$ cat src/rtl/wb_byte_master.sv
// Wishbone classic initiator: one byte command in, one 16-bit bus cycle out, one response pulse back.
// Optional ack timeout enabled by defining WB_BYTE_MASTER_TIMEOUT_EN.
module wb_byte_master #(
    parameter int TIMEOUT = 255
) (
    input  logic        wb_clk_i,
    input  logic        wb_rst_ni,
    input  logic        cmd_valid,
    output logic        cmd_ready,
    input  logic        cmd_we,
    input  logic [19:0] cmd_adr,
    input  logic [7:0]  cmd_dat,
    output logic        rsp_valid,
    output logic [7:0]  rsp_dat,
    output logic        rsp_err,
    output logic        wb_cyc_o,
    output logic        wb_stb_o,
    output logic [18:0] wb_adr_o,
    output logic        wb_we_o,
    output logic [1:0]  wb_sel_o,
    output logic [15:0] wb_dat_o,
    input  logic [15:0] wb_dat_i,
    input  logic        wb_ack_i
);

    typedef enum logic [1:0] {S_IDLE, S_BUS, S_RESP} state_t;

    if (TIMEOUT < 1 || TIMEOUT > 65535) begin : g_bad_timeout
        $error("wb_byte_master: TIMEOUT out of range 1..65535");
    end

    state_t      r_state;
    logic        r_cmd_ready;
    logic        r_rsp_valid;
    logic [7:0]  r_rsp_dat;
    logic        r_cyc;
    logic        r_stb;
    logic [18:0] r_adr;
    logic        r_we;
    logic [1:0]  r_sel;
    logic [15:0] r_dat_o;

    logic        w_accept;
    logic        w_timeout;
    logic [7:0]  w_rd_byte;

`ifdef WB_BYTE_MASTER_TIMEOUT_EN
    localparam logic [15:0] TO_LAST = 16'(TIMEOUT - 1);
    logic [15:0] r_wait;
    logic        r_rsp_err;
    assign w_timeout = (r_wait == TO_LAST) && !wb_ack_i;
    assign rsp_err   = r_rsp_err;
`else
    assign w_timeout = 1'b0;
    assign rsp_err   = 1'b0;
`endif

    // cmd_ready is only ever high in IDLE, so it doubles as the accept qualifier
    assign w_accept  = cmd_valid && r_cmd_ready;
    assign w_rd_byte = r_sel[1] ? wb_dat_i[15:8] : wb_dat_i[7:0];

    always_ff @(posedge wb_clk_i) begin
        if (!wb_rst_ni) begin
            r_state     <= S_IDLE;
            r_cmd_ready <= 1'b0;
            r_rsp_valid <= 1'b0;
            r_rsp_dat   <= 8'h00;
            r_cyc       <= 1'b0;
            r_stb       <= 1'b0;
            r_adr       <= 19'h0;
            r_we        <= 1'b0;
            r_sel       <= 2'b00;
            r_dat_o     <= 16'h0;
`ifdef WB_BYTE_MASTER_TIMEOUT_EN
            r_wait      <= 16'h0;
            r_rsp_err   <= 1'b0;
`endif
        end else begin
            r_rsp_valid <= 1'b0;
            case (r_state)
                S_IDLE: begin
                    r_cmd_ready <= 1'b1;
                    if (w_accept) begin
                        r_cmd_ready <= 1'b0;
                        r_cyc       <= 1'b1;
                        r_stb       <= 1'b1;
                        r_we        <= cmd_we;
                        r_adr       <= cmd_adr[19:1];
                        r_sel       <= cmd_adr[0] ? 2'b10 : 2'b01;
                        r_dat_o     <= {cmd_dat, cmd_dat};
`ifdef WB_BYTE_MASTER_TIMEOUT_EN
                        r_wait      <= 16'h0;
`endif
                        r_state     <= S_BUS;
                    end
                end
                S_BUS: begin
                    if (wb_ack_i || w_timeout) begin
                        // ack has priority over a coincident timeout
                        r_rsp_dat   <= (wb_ack_i && !r_we) ? w_rd_byte : 8'h00;
`ifdef WB_BYTE_MASTER_TIMEOUT_EN
                        r_rsp_err   <= !wb_ack_i;
`endif
                        r_rsp_valid <= 1'b1;
                        r_cyc       <= 1'b0;
                        r_stb       <= 1'b0;
                        r_we        <= 1'b0;
                        r_sel       <= 2'b00;
                        r_adr       <= 19'h0;
                        r_dat_o     <= 16'h0;
                        r_state     <= S_RESP;
                    end else begin
`ifdef WB_BYTE_MASTER_TIMEOUT_EN
                        r_wait      <= r_wait + 16'd1;
`endif
                    end
                end
                S_RESP: begin
                    r_cmd_ready <= 1'b1;
                    r_state     <= S_IDLE;
                end
                default: begin
                    r_cmd_ready <= 1'b0;
                    r_state     <= S_IDLE;
                end
            endcase
        end
    end

    assign cmd_ready = r_cmd_ready;
    assign rsp_valid = r_rsp_valid;
    assign rsp_dat   = r_rsp_dat;
    assign wb_cyc_o  = r_cyc;
    assign wb_stb_o  = r_stb;
    assign wb_adr_o  = r_adr;
    assign wb_we_o   = r_we;
    assign wb_sel_o  = r_sel;
    assign wb_dat_o  = r_dat_o;

endmodule

$ cat config.mk
export PLATFORM = sky130hd
export DESIGN_NAME = wb_byte_master
export DESIGN_NICKNAME = d
export VERILOG_FILES = /design/src/rtl/wb_byte_master.sv
export SDC_FILE = /design/constraint.sdc
export NUM_CORES = 1
export LEC_CHECK = 0
export CAP_MARGIN = 15
export CORE_MARGIN = 2
export CORE_UTILIZATION = 39
export DETAILED_ROUTE_END_ITERATION = 16
export PLACE_DENSITY = 0.95
export SYNTH_ARGS = -nofsm -noshare
export SYNTH_HDL_FRONTEND = slang
export SYNTH_SLANG_ARGS = --single-unit
$ cat constraint.sdc
create_clock -name wb_clk_i -period 3.2 [get_ports wb_clk_i]
set_clock_uncertainty 0.1 [all_clocks]
set_input_delay 0.96 -clock wb_clk_i [delete_from_list [all_inputs] [get_ports wb_clk_i]]
set_output_delay 0.96 -clock wb_clk_i [all_outputs]
set_load 0.005 [all_outputs]
# ---- Word-level counts from Yosys, hierarchy flattened
# Cells that the tools add are included.
dict set report totals {
  mem_bits_rw 0
  wordCells 45
  romBits 0
  output_inout_bits 51
  register_bits 51
  n_memories 0
  latch_bits 0
}
dict set report classes {
  n_lt_le_gt_ge 0
  div 0
  multipliers 0
  mux 23
  bitwise_logic 0
  shift 0
  n_reduce_logical 9
  n_eq_ne 4
  n_addsub 0
}
# operator count
set op_table {}
lappend op_table {{19-bit 2-to-1 mux} 2}
lappend op_table {{19-bit case mux with 2 select lines} 1}
lappend op_table {{16-bit 2-to-1 mux} 2}
lappend op_table {{16-bit case mux with 2 select lines} 1}
lappend op_table {{8-bit 2-to-1 mux} 2}
lappend op_table {{2-bit 2-to-1 mux} 5}
lappend op_table {{2-bit case mux with 2 select lines} 2}
lappend op_table {{2-bit AND reduction} 3}
lappend op_table {{1-bit 2-to-1 mux} 5}
lappend op_table {{2-bit != test, second input constant} 2}
lappend op_table {{1-bit case mux with 2 select lines} 2}
lappend op_table {{1-bit case mux with 3 select lines} 1}
lappend op_table {{3-bit AND reduction} 1}
lappend op_table {{2-bit by 1-bit == test with 1-bit output, second input constant} 1}
lappend op_table {{2-bit == test, second input constant} 1}
lappend op_table {{1-bit logical AND} 2}
lappend op_table {{2-bit zero test} 1}
lappend op_table {{2-bit nonzero test} 1}
lappend op_table {{1-bit zero test} 1}

# ---- Depth between registers and ports, before layout
dict set report depth {
  depth_word 3
  depth_mapped 5
}

# ---- Least setup slack after synthesis
# Ideal clock, no wire load.
dict set report synth_path {
  path_type {input to register}
  from {input port wb_rst_ni}
  to {register r_sel[1], in the netlist wb_sel_o[1]}
  t_required_ns 2.983
  t_arrival_ns 1.631
  slack_ns 1.352
  path_stages 4
  n_path_buf 1
  cell_sequence {and2_1 > a31o_2 > buf_2 > a22o_1}
}
# item line_no
set synth_rtl {}
lappend synth_rtl {{from (decl)} 7} ;# input logic wb_rst_ni,
lappend synth_rtl {{to (signal assigned)} 89} ;# r_sel <= cmd_adr[0] ? 2'b10 : 2'b01;
lappend synth_rtl {{to (decl)} 40} ;# logic [1:0] r_sel;

==> impl_metrics.toml <==
[outcome]
status = "finished clean"

[timing]
setup_violations = 0
fmax_mhz = 411
rsz0062_at_grt = "no"
post-route-period-util = 0.759
tns_ns = 0
relSlewSlack = 0.602
worst_pin_slew_ns = 0.597
hold_ws_ns = 0.356
hold_viol_final = 0
drv_slew = 0
min_period_ns = 2.43

[pwr]
power_density_nw_per_um2 = 444
peakVddDrop_uv = 284
p_leak_nw = 0.997

[cells_and_area]
fin_util = 0.662
final_layout_size_suffix_gt1_frac = 0.0955
antennaDiodeCount = 0
design_area_um2 = 2650
syn_to_final_growth_pct = 64.0
fin_nets = 269

[grt]
grt_max_degree = 31
grt_pass1_wl_um = 5580
grt-ovfl-total = 0
antenna_found_initial = 0
grt_pass1_vias = 1273
grtUsageTotal = 0.162

[synth]
synth_cells = 132
synthArstFlopShare = 0
synth_area_leader_cell = "dfxtp_1"
synth_top_area_share = 0.533
synth.ff_latch_count = 43
seq_area_frac_synth = 0.533
yosys_warnings = 0
ys.flop_type = "dfxtp_1"
synth_cell_types = 27
syn_avg_cell_area_um2 = 12.2
synth_edf_count = 0
synth_area_leaders = "dfxtp_1 53%, a22o_1 16%, o2bb2ai_2 6.5%, mux2i_1 5.0%, buf_4 4.7%"
syn-num-nets = 181
syn_area_um2 = 1610

[place]
routabilityCongestion = 0.789
portBuffers = 98
dpl.hpwl_um = 2880
placed_area_um2 = 2530

[cts]
cts-root-buf = "clkbuf_8"
insertion_delay_ns = 0.28
post_cts_buffers = 0
cts.sinks = 43
cts-resized-gates = 0
cts_tree = "done"
numCtsBuffers = 5
h-tree-depth = 2
clk_pin_slew_ns = 0.08
cts_buffer_depth = 2
cts_hold_buf = 0

[drt]
drcViolationCount = 0
wirelength_um = 3880
dr.pass1.iters = 4
wl_per_cell_um = 14.4
via_per_inst = 4.96
via_count = 1340
ant_nets = 0
first_iter_violations = 52

[die]
dieHeight_um = 68.3
die_x_um = 68.3
ios = 100
num_rows = 23
coreArea_um2 = 4000
dieArea_um2 = 4670
initial_core_util = 0.404

[worst_hold_path]
whs_endpoint = "wb_sel_o[0]"
min_path_type = "flip-flop to flip-flop"
holdPathStages = 1
min-delay-start = "wb_sel_o[0]"

[run]
cap_violations = 0

[worst_setup_path]
r2r_end = "wb_adr_o[10]"
endpoint_kind = "flip-flop"
worst-setup-path-type = "input pin to flip-flop"
critPathMaxFanout = 17
cp_data_arrival_time_ns = 2.56
startpoint_type = "input pin"
r2r_cells = 4
worstReg2RegStart = "r_state[1]"
crit_required_ns = 3.33
rrSetupSlack_ns = 1.57
Yosys cell counts (all sizes together) (2+ instances only):
cell,number
dfxtp,43
mux2i,8
buf,19
a22o,29
inv,3
a21oi,3
o21ai,2
o2bb2ai,8
nand2,2
nor2,3
state kept, by name, summed over array words and instances (netlist names):
name       flops
cmd_ready      1
r_state        2
rsp_dat        8
rsp_valid      1
wb_adr_o      19
wb_dat_o       8
wb_sel_o       2
wb_stb_o       1
wb_we_o        1
metrics by stage:
step	std cells	power (W)	setup WS (ns)
5_1_grt	270	0.00123	0.692
3_3_place_gp	262	0.000786	0.268
6_report	270	0.00117	0.770
4_1_cts	269	0.00119	0.435
2_1_floorplan	132	0.000670	1.35
3_5_place_dp	262	0.000793	0.146
area by class of cell:
type / count / area, um2
Timing Repair Buffer: 100 / 1000
Tap cell: 50 / 62.6
Inverter: 3 / 11.3
Multi-Input combinational cell: 67 / 607
Fill cell: 305 / 1350
Sequential cell: 43 / 861
Clock buffer: 6 / 72.6
Clock inverter: 1 / 30.0
placed cells by master, fill, tap and decap left out, drive strengths merged:
cell           instances
or3                    1
nand2b                 1
a21o                   1
nor2b                  1
bufinv                 1
and2                   1
or2                    1
dfxtp                 43
a211oi                 1
inv                    3
mux2i                  8
a22o                  29
o21a                   1
clkdlybuf4s50         98
buf                    2
o2bb2ai                8
o21ai                  2
conb                   1
a31o                   1
nand2                  2
nor2                   3
nor3                   1
nand3b                 1
a21oi                  3
clkbuf                 6
how the worst max path moves through the flow:
stage	from	cells after the start	end	slack, ns
final	wb_rst_ni	5	wb_adr_o[10]	0.77
after global routing	wb_rst_ni	5	wb_adr_o[10]	0.69
after CTS	wb_rst_ni	4	wb_adr_o[14]	0.43
after detailed placement	wb_rst_ni	4	wb_adr_o[13]	0.15
after global placement	wb_rst_ni	4	wb_sel_o[1]	0.27
after floorplan	wb_rst_ni	4	wb_sel_o[1]	1.35
worst max-delay path, stage by stage:
cell	delay, ns
clkdlybuf4s50_1	0.54
nand2b_1	0.16
nor2_2	0.49
buf_8	0.24
a22o_1	0.16
power breakdown:
part	internal (W)	leakage, nW	switching [W]
clock	0.000229	0.0513	0.000164
sequential	0.000562	0.350	0.0000190
combinational	0.000135	0.596	0.0000656
total	0.000926	0.997	0.000249
metal layers:
metal / track usage / up-vias / wire length (um)
li1: - / 645 / -
met1: 0.179 / 611 / 1540
met2: 0.275 / 78 / 1840
met3: 0.0691 / 6 / 448
met4: 0.0625 / 0 / 51
met5: 0 / - / 0
cells by family after synthesis:
| group | Yosys count | synth area share |
|---|---|---|
| other cells | 1 | 0.00232 |
| simple gates | 12 | 0.0481 |
| buf+inv | 22 | 0.0922 |
| mux | 8 | 0.0496 |
| flops | 43 | 0.533 |
| compound gates | 46 | 0.274 |
(Power assumes the default switching activity.)
